$ cat src/rtl/mat3_pkg.sv
// mat3_pkg: shared dimensions, slot offset helper and state type for the 3x3 matrix packer
package mat3_pkg;
    localparam int MAT3_DIM = 3;
    localparam int MAT3_ELEMS = 9;
    typedef enum logic {FILL, HOLD} state_t;
    function automatic int mat3_slot(input int k, input int w);
        return (MAT3_ELEMS - 1 - k) * w;
    endfunction
endpackage

$ cat src/rtl/mat3_out_reg.sv
// mat3_out_reg: single-entry valid/ready holding register with a delivered-item counter
module mat3_out_reg #(
    parameter int W = 36,
    parameter int CNT_W = 8
) (
    input  logic             clk,
    input  logic             rst,
    input  logic             load,
    input  logic [W-1:0]     load_data,
    input  logic             ready,
    output logic             valid,
    output logic [W-1:0]     data,
    output logic [CNT_W-1:0] count,
    output logic             drain
);
    assign drain = valid & ready;
    always_ff @(posedge clk) begin
        if (rst) begin
            valid <= 1'b0;
            data  <= '0;
            count <= '0;
        end else begin
            valid <= load | (valid & ~ready);
            if (load) data <= load_data;
            if (drain) count <= count + 1'b1;
        end
    end
endmodule

$ cat src/rtl/mat3_packer.sv
// mat3_packer: packs nine streamed elements into a 3x3 matrix word; MAT3_PACK_COLMAJOR_EN selects column-major input order
module mat3_packer
    import mat3_pkg::*;
#(
    parameter int ELEM_W = 4,
    parameter int CNT_W = 8
) (
    input  logic                       clk,
    input  logic                       rst,
    input  logic                       in_valid,
    output logic                       in_ready,
    input  logic signed [ELEM_W-1:0]   in_data,
    input  logic                       in_last,
    output logic                       mat_valid,
    input  logic                       mat_ready,
    output logic [MAT3_ELEMS*ELEM_W-1:0] mat_data,
    output logic                       frame_err,
    output logic [CNT_W-1:0]           mat_count
);
    localparam int PW = MAT3_ELEMS * ELEM_W;
    localparam int OW = $clog2(PW);
    state_t state, state_n;
    logic [3:0] cnt, slot;
    logic [PW-1:0] asm_q, asm_w;
    logic [OW-1:0] off;
    logic acc, done, drain, load;
`ifdef MAT3_PACK_COLMAJOR_EN
    assign slot = 4'(MAT3_DIM) * (cnt % 4'(MAT3_DIM)) + cnt / 4'(MAT3_DIM);
`else
    assign slot = cnt;
`endif
    assign off  = OW'(mat3_slot(int'(slot), ELEM_W));
    assign acc  = in_valid & in_ready;
    assign done = acc & (cnt == 4'(MAT3_ELEMS - 1));
    // in HOLD no element is accepted, so asm_w is the completed word waiting for the output slot
    assign load = (done & (~mat_valid | drain)) | ((state == HOLD) & drain);
    always_comb begin
        asm_w = asm_q;
        if (acc) asm_w[off +: ELEM_W] = in_data;
        state_n = (state == HOLD) ? (drain ? FILL : HOLD) : ((done & mat_valid & ~drain) ? HOLD : FILL);
    end
    always_ff @(posedge clk) begin
        if (rst) begin
            state     <= FILL;
            cnt       <= '0;
            asm_q     <= '0;
            in_ready  <= 1'b0;
            frame_err <= 1'b0;
        end else begin
            state     <= state_n;
            in_ready  <= (state_n == FILL);
            asm_q     <= asm_w;
            frame_err <= acc & (in_last ^ (cnt == 4'(MAT3_ELEMS - 1)));
            cnt       <= acc ? ((done | in_last) ? 4'd0 : cnt + 4'd1) : cnt;
        end
    end
    mat3_out_reg #(.W(PW), .CNT_W(CNT_W)) u_out (
        .clk(clk),
        .rst(rst),
        .load(load),
        .load_data(asm_w),
        .ready(mat_ready),
        .valid(mat_valid),
        .data(mat_data),
        .count(mat_count),
        .drain(drain)
    );
endmodule

$ cat config.mk
export PLATFORM = sky130hd
export DESIGN_NAME = mat3_packer
export DESIGN_NICKNAME = d
export VERILOG_FILES = /design/src/rtl/mat3_pkg.sv /design/src/rtl/mat3_out_reg.sv /design/src/rtl/mat3_packer.sv
export SDC_FILE = /design/constraint.sdc
export NUM_CORES = 1
export LEC_CHECK = 0
export ABC_CLOCK_PERIOD_IN_PS = 3800
export BUFFER_PORTS_ARGS = -buffer_cell sky130_fd_sc_hd__buf_2
export CORE_ASPECT_RATIO = 0.7
export CORE_MARGIN = 2
export CORE_UTILIZATION = 31
export CTS_BUF_LIST = sky130_fd_sc_hd__clkbuf_4 sky130_fd_sc_hd__clkbuf_8
export DETAILED_ROUTE_END_ITERATION = 6
export REMOVE_ABC_BUFFERS = 1
export SKIP_LAST_GASP = 1
export SLEW_MARGIN = 40
export SYNTH_ARGS = -nofsm -noshare
export SYNTH_HDL_FRONTEND = slang
export SYNTH_SLANG_ARGS = --single-unit
export TNS_END_PERCENT = 100
$ cat constraint.sdc
create_clock -name clk -period 3.8 [get_ports clk]
set_input_delay 0.57 -clock clk [delete_from_list [all_inputs] [get_ports clk]]
set_output_delay 0.57 -clock clk [all_outputs]
set_load 0.01 [all_outputs]
==> results of run 1 <==
[routing by layer]
| metal | part of all wire [%] | vias up |
|---|---|---|
| met5 | 0 | - |
| met4 | 1.0 | 0 |
| met3 | 4.9 | 9 |
| met2 | 42 | 53 |
| met1 | 52 | 1247 |
| li1 | - | 1383 |
[area by class of cell]
| class | count | area (um^2) |
|---|---|---|
| clock buffers | 12 | 153 |
| fillers | 1126 | 6960 |
| well taps | 153 | 191 |
| repair buffers | 57 | 318 |
| inverters | 3 | 11.3 |
| clock inverters | 3 | 42.5 |
| multi-input cells | 259 | 1660 |
| flip-flops and latches | 88 | 1760 |
[worst min path at each step]
stage              startpoint        endpoint  slack [ns]  cells after the start
3_5_place_dp   u_out.data[21]  u_out.data[21]        0.45                      1
6_report       u_out.data[22]  u_out.data[22]        0.47                      1
2_1_floorplan        asm_q[0]        asm_q[0]        0.45                      2
4_1_cts               in_last       frame_err        0.47                      3
3_3_place_gp   u_out.data[21]  u_out.data[21]        0.45                      1
5_1_grt        u_out.data[21]  u_out.data[21]        0.49                      1
[per-stage QoR]
step                      setup WS [ns]  util [%]  hold WS [ns]
final                             0.702      37.3         0.473
after CTS                         0.749      37.3         0.472
after floorplan                  -0.768         -         0.447
after global routing              0.511      37.3         0.494
after detailed placement          0.772      35.5         0.452
after global placement            0.889      35.5         0.454
[synthesized netlist by cell type (all sizes together)]
cell     number
a211o         1
a21oi         7
mux2i        31
nor4          1
nand4b        1
xnor2         6
a22oi         3
and2         12
o21ai         1
nand2b        2
nor2b         3
o21a          2
nand3         8
o221ai        1
inv           3
nor4b         2
a41oi         1
nor2         89
clkbuf       18
nand3b        1
or4           1
nand2        12
nor3          4
o21bai        1
a211oi       32
xor2          9
buf           9
dfxtp        88
and3b         2
o2bb2ai       4
nand4         5
ha            6
and3         11
[power groups by stage]
stage | registers (W) | clock network, W | logic (W)
2_1_floorplan | 0.000952 | 0 | 0.0000515
3_3_place_gp | 0.000953 | 0 | 0.0000884
3_5_place_dp | 0.000953 | 0 | 0.0000910
4_1_cts | 0.000931 | 0.000672 | 0.0000912
5_1_grt | 0.000933 | 0.000714 | 0.000101
6_report | 0.000932 | 0.000645 | 0.0000908
[logic make-up (layout without fill, tap and decap cells)]
group | Yosys count | count (layout) | share of synthesized area (%)
adder cells (fa/ha/maj) | 6 | 6 | 2.12
multiplexers | 31 | 31 | 8.75
AND/OR/NAND/NOR | 154 | 154 | 20.6
AO/OA/AOI/OAI | 53 | 53 | 11.5
buffers and inverters | 30 | 75 | 3.67
XOR/XNOR | 15 | 15 | 3.71
flip-flops | 88 | 88 | 49.7
[state kept, by name, indices dropped and copies added (netlist names)]
register / flops
cnt: 4
u_out.data: 36
in_ready: 1
frame_err: 1
asm_q: 36
state: 1
u_out.count: 8
u_out.valid: 1
[critical path: stages, from the launching register on]
cell and delay (ns):
dfxtp_1 0.69, inv_1 0.23, ha_1 0.40, o21a_1 0.25, or4_4 0.49, nor4b_4 0.48
mux2i_1 0.33, a211oi_2 0.11
==> impl_metrics.csv, run 1 <==
group,metric,value,unit
sta,fmax,323,MHz
sta,slew_headroom,61.6,%
final_layout,drive_gt1_share,18.7,%
die,die_area,12300,um^2
synthesis,synth_largest_area_cell,"dfxtp_1",
die,rows,32,
drt,drtIter0Drc,120,
global_route,met3_usage,4.39,%
drt,drc,0,
die,core_area,11100,um^2
worst_setup_path,crit_path_start,"cnt[0]",
place,dp_hpwl,5.23,mm
die,die_x,132,um
sta,setup_viol_count_final,0,
global_route,grtUsageMet1,18.1,%
global_route,grt_pass1_wl,12.8,mm
drt,vias_per_cell,4.68,
final_layout,n_antenna_cell,0,
global_route,top_usage_layer,"met2",
final_layout,areaGrowthSynthToFinish,16.7,%
pwr,power_density,403,nW/um^2
sta,fin_crit,3.10,ns
final_layout,final_common_cell,"nor2_1",
cts,clock_latency,0.36,ns
worst_setup_path,worst_r2r_startpoint,"cnt[0]",
synthesis,syn_inst,377,
min_path,min_path_type,"flop to flop",
drt,routed_wl,7.52,mm
place,port_buffers,55,
final_layout,layout_common_cells,"nor2_1 (89), dfxtp_1 (88), buf_2 (54)",
cts,cts_buffers,9,
synthesis,yosys_register_bits,88,
pwr,comb_power_share,5.4,%
cts,cts_tree,"yes",
status,status,"finished clean",
place,gp_congestion,0.842,
cts,cts_root_buffer,"clkbuf_8",
sta,worst_clock_skew,0.00726,ns
pwr,p_leak,1.73,nW
final_layout,final_cells,575,
global_route,grt_use_total,13.1,%
global_route,grtUsageMet2,19.3,%
global_route,antenna_found_initial,0,
die,initial_core_util,32.0,%
global_route,grt_max_degree,67,
global_route,overflow,0,
cts,cts_sinks,88,
pwr,p_int,0.00129,W
sta,tightest_slew,0.575,ns
worst_setup_path,cp-end-kind,"flop",
sta,fin_crit_sh,81.5,%
synthesis,synthesis.area,3540,um^2
flow_run,cap_violations,0,
final_layout,post-route-cell-area,4140,um^2
pwr,clockPowerShare,38.7,%
pwr,seqPwrFrac,55.9,%
synthesis,synth_top_cell_area_share,49.7,%
sta,hold_viol_final,0,
synthesis,ys_top_cells_by_area,"dfxtp_1 (50%), nor2_1 (9.4%), mux2i_1 (8.8%)",
drt,drt_first_pass_iters,4,
die,io_pins,56,
final_layout,finalNetCount,433,
die,die_h,93.5,um
worst_setup_path,cp.arrival,3.33,ns
cts,h-tree-depth,3,
drt,wire_per_inst,13.1,um
synthesis,ys_seq_area_share,49.7,%
worst_setup_path,reg2reg_to,"u_out.data[32]",
drt,vias,2692,
place,dp.cells,560,
synthesis,yosys_warnings,0,
worst_setup_path,critPathKind,"flop to flop",
worst_setup_path,cp.required,4.04,ns
worst_setup_path,r2r_slack,0.70,ns
pwr,switching_power,0.000378,W
pwr,ir_worst_vdd,0.226,mV
place,post_dp_cell_area,3940,um^2
cts,postCtsSetupBuffers,0,
worst_setup_path,cp_max_fo,17,
cts,post_cts_resized,0,
pwr,switching_share,22.6,%
sta,final_max_slew_viol_count,0,
synthesis,synth.avg_cell_area,9.40,um^2
sta,rsz0062_at_grt,"false",
cts,postCtsHoldBufs,0,
sta,fin_setup_tns,0,ns
worst_setup_path,start_kind,"flop",
drt,ant_nets,0,
worst_setup_path,crit_path_end,"u_out.data[32]",
cts,clk_pin_slew,0.08,ns
worst_setup_path,r2r_cells,7,
synthesis,synth_cell_types,38,
global_route,first_global_vias,2539,
pwr,power.total,0.00167,W
cts,clockBufferDepth,2,
Power figures use the tool's default switching activity.
==> run 2, diff against run 1 <==
--- a/config.mk
+++ b/config.mk
@@ -5,7 +5,7 @@
 export SDC_FILE = /design/constraint.sdc
 export NUM_CORES = 1
 export LEC_CHECK = 0
-export ABC_CLOCK_PERIOD_IN_PS = 3800
+export ABC_CLOCK_PERIOD_IN_PS = 2700
 export BUFFER_PORTS_ARGS = -buffer_cell sky130_fd_sc_hd__buf_2
 export CORE_ASPECT_RATIO = 0.7
 export CORE_MARGIN = 2
==> constraint.sdc (replaced) <==
create_clock -name clk -period 2.7 [get_ports clk]
set_input_delay 0.405 -clock clk [delete_from_list [all_inputs] [get_ports clk]]
set_output_delay 0.405 -clock clk [all_outputs]
set_load 0.01 [all_outputs]
==> run 2 against run 1 <==
Net effect:
- sequential share of layout area decreased by 0.32 points
- non-clock buffer count increased by 8
- core utilization increased by 0.28 points
- sequential cell count unchanged
- sequential power increased by 41%
- global-route usage increased by 0.28 points
- die area unchanged
- critical path depth unchanged
- final cell count increased by 1.4%
- routed wire length increased by 1.8%
- cell area increased by 0.76%
- first-iteration DRC count decreased by 13%
==> impl_metrics.csv, run 2 (synthesized netlist as in run 1, its figures left out) <==
group,metric,value,unit
cts,postCtsSetupBuffers,0,
final_layout,drive_gt1_share,20.2,%
global_route,overflow,0,
worst_setup_path,reg2reg_to,"u_out.data[33]",
worst_setup_path,cp.arrival,2.64,ns
pwr,p_leak,1.76,nW
final_layout,nFillCells,1158,
final_layout,post-route-cell-area,4170,um^2
worst_setup_path,critPathKind,"flop to flop",
sta,finalWorstSetupSlack,0.301,ns
final_layout,final_common_cell,"nor2_1",
worst_setup_path,r2r_cells,7,
cts,h-tree-depth,3,
final_layout,multi_input_area,1660,um^2
place,dp_hpwl,5.35,mm
global_route,grt_use_total,13.4,%
cts,cts_buffers,9,
sta,fin_setup_tns,0,ns
status,status,"finished clean",
global_route,antenna_found_initial,0,
min_path,whs_path_depth,3,
global_route,first_global_vias,2653,
sta,final_max_slew_viol_count,0,
cts,clk_pin_slew,0.09,ns
drt,vias_per_cell,4.62,
worst_setup_path,cp_max_fo,11,
sta,rsz0062_at_grt,"false",
cts,cts_root_buffer,"clkbuf_8",
min_path,min_from,"in_last",
worst_setup_path,cpMaxStageDelayCell,"nor4b_4",
cts,cts_tree,"yes",
sta,setup_viol_count_final,0,
die,core_area,11100,um^2
worst_setup_path,r2r_slack,0.30,ns
final_layout,reg.largest.list,"asm_q (36), u_out.data (36), u_out.count (8)",
worst_setup_path,critPathMaxStageDelay,0.50,ns
cts,cts_sinks,88,
final_layout,n_antenna_cell,0,
sta,slew_headroom,53.0,%
place,gp_congestion,0.843,
drt,drtIter0Drc,104,
worst_setup_path,worst_r2r_startpoint,"cnt[0]",
die,initial_core_util,32.0,%
place,place_ws,0.346,ns
place,port_buffers,55,
drt,drc,0,
final_layout,finalNetCount,441,
sta,worst_clock_skew,0.0121,ns
die,io_pins,56,
drt,vias,2693,
die,die_x,132,um
sta,hold_viol_final,0,
worst_setup_path,crit_chain,"inv_1 -> ha_1 -> o21a_1 -> o221ai_1 -> nor4b_4 -> mux2i_1 -> a211oi_2",
pwr,power_density,551,nW/um^2
die,die_area,12300,um^2
flow_run,cap_violations,0,
drt,wire_per_inst,13.1,um
final_layout,layout_common_cells,"nor2_1 (89), dfxtp_1 (88), buf_2 (55)",
place,post_dp_cell_area,3990,um^2
cts,post_cts_resized,0,
sta,whs,0.316,ns
cts,postCtsHoldBufs,0,
cts,clock_latency,0.37,ns
drt,routed_wl,7.66,mm
pwr,ir_worst_vdd,0.253,mV
global_route,grt_pass1_wl,13.0,mm
drt,drt_first_pass_iters,4,
worst_setup_path,cp.required,2.95,ns
sta,fin_crit_sh,88.8,%
sta,fmax,417,MHz
worst_setup_path,cp-end-kind,"flop",
sta,tightest_slew,0.705,ns
min_path,holdPathEnd,"frame_err",
sta,fin_crit,2.40,ns
die,rows,32,
global_route,grt_max_degree,67,
final_layout,areaGrowthSynthToFinish,17.5,%
min_path,min_path_type,"input pin to flop",
die,die_h,93.5,um
cts,clockBufferDepth,2,
worst_setup_path,start_kind,"flop",
final_layout,regArea,1760,um^2
drt,ant_nets,0,
==> run 2: metrics by stage <==
stage                     cells  total power [W]  utilization [%]
final                       583          0.00230             37.6
after global routing        583          0.00240             37.6
after CTS                   583          0.00234             37.6
after detailed placement    568          0.00148             35.9
after global placement      568          0.00147             35.9
after floorplan             350          0.00141                -
==> run 2: worst max-delay path, delay by kind of cell, from the launching register on <==
family / cells / cell delay, ns
AOI/OAI and AO/OA: 3 / 0.64
adders and majority gates: 1 / 0.41
buffers and inverters: 1 / 0.06
DFF: 1 / 0.34
muxes: 1 / 0.33
and+or+nand+nor: 1 / 0.50
==> run 2: metal layers <==
layer  track usage [%]  share of wire [%]  vias up
met4              4.35                1.4        0
met2              20.5                 42       55
li1                  -                  -     1393
met5                 0                  0        -
met1              17.5                 51     1234
met3              4.88                5.6       11
==> run 2: report_power, final <==
part           switching (W)  internal (W)
registers         0.00000310       0.00130
clock network       0.000448      0.000401
logic              0.0000900     0.0000520
total               0.000541       0.00176
==> run 2: worst max-delay path by stage <==
| stage | startpoint | to | slack (ns) | cells after the start |
|---|---|---|---|---|
| floorplan | cnt[0] | u_out.data[20] | -1.87 | 7 |
| global placement | cnt[0] | u_out.data[34] | 0.44 | 8 |
| detailed placement | cnt[0] | u_out.data[32] | 0.35 | 7 |
| CTS | cnt[0] | u_out.data[33] | 0.33 | 7 |
| global route | cnt[0] | u_out.data[32] | 0.08 | 7 |
| finish | cnt[0] | u_out.data[33] | 0.30 | 7 |
==> run 2: final cells by class <==
class / instances / share of cell area [%]
clock inverters: 2 / 0.360
clock buffers: 13 / 3.99
repair buffers: 65 / 8.71
inverters: 3 / 0.270
well taps: 153 / 4.59
flip-flops and latches: 88 / 42.3
multi-input cells: 259 / 39.8
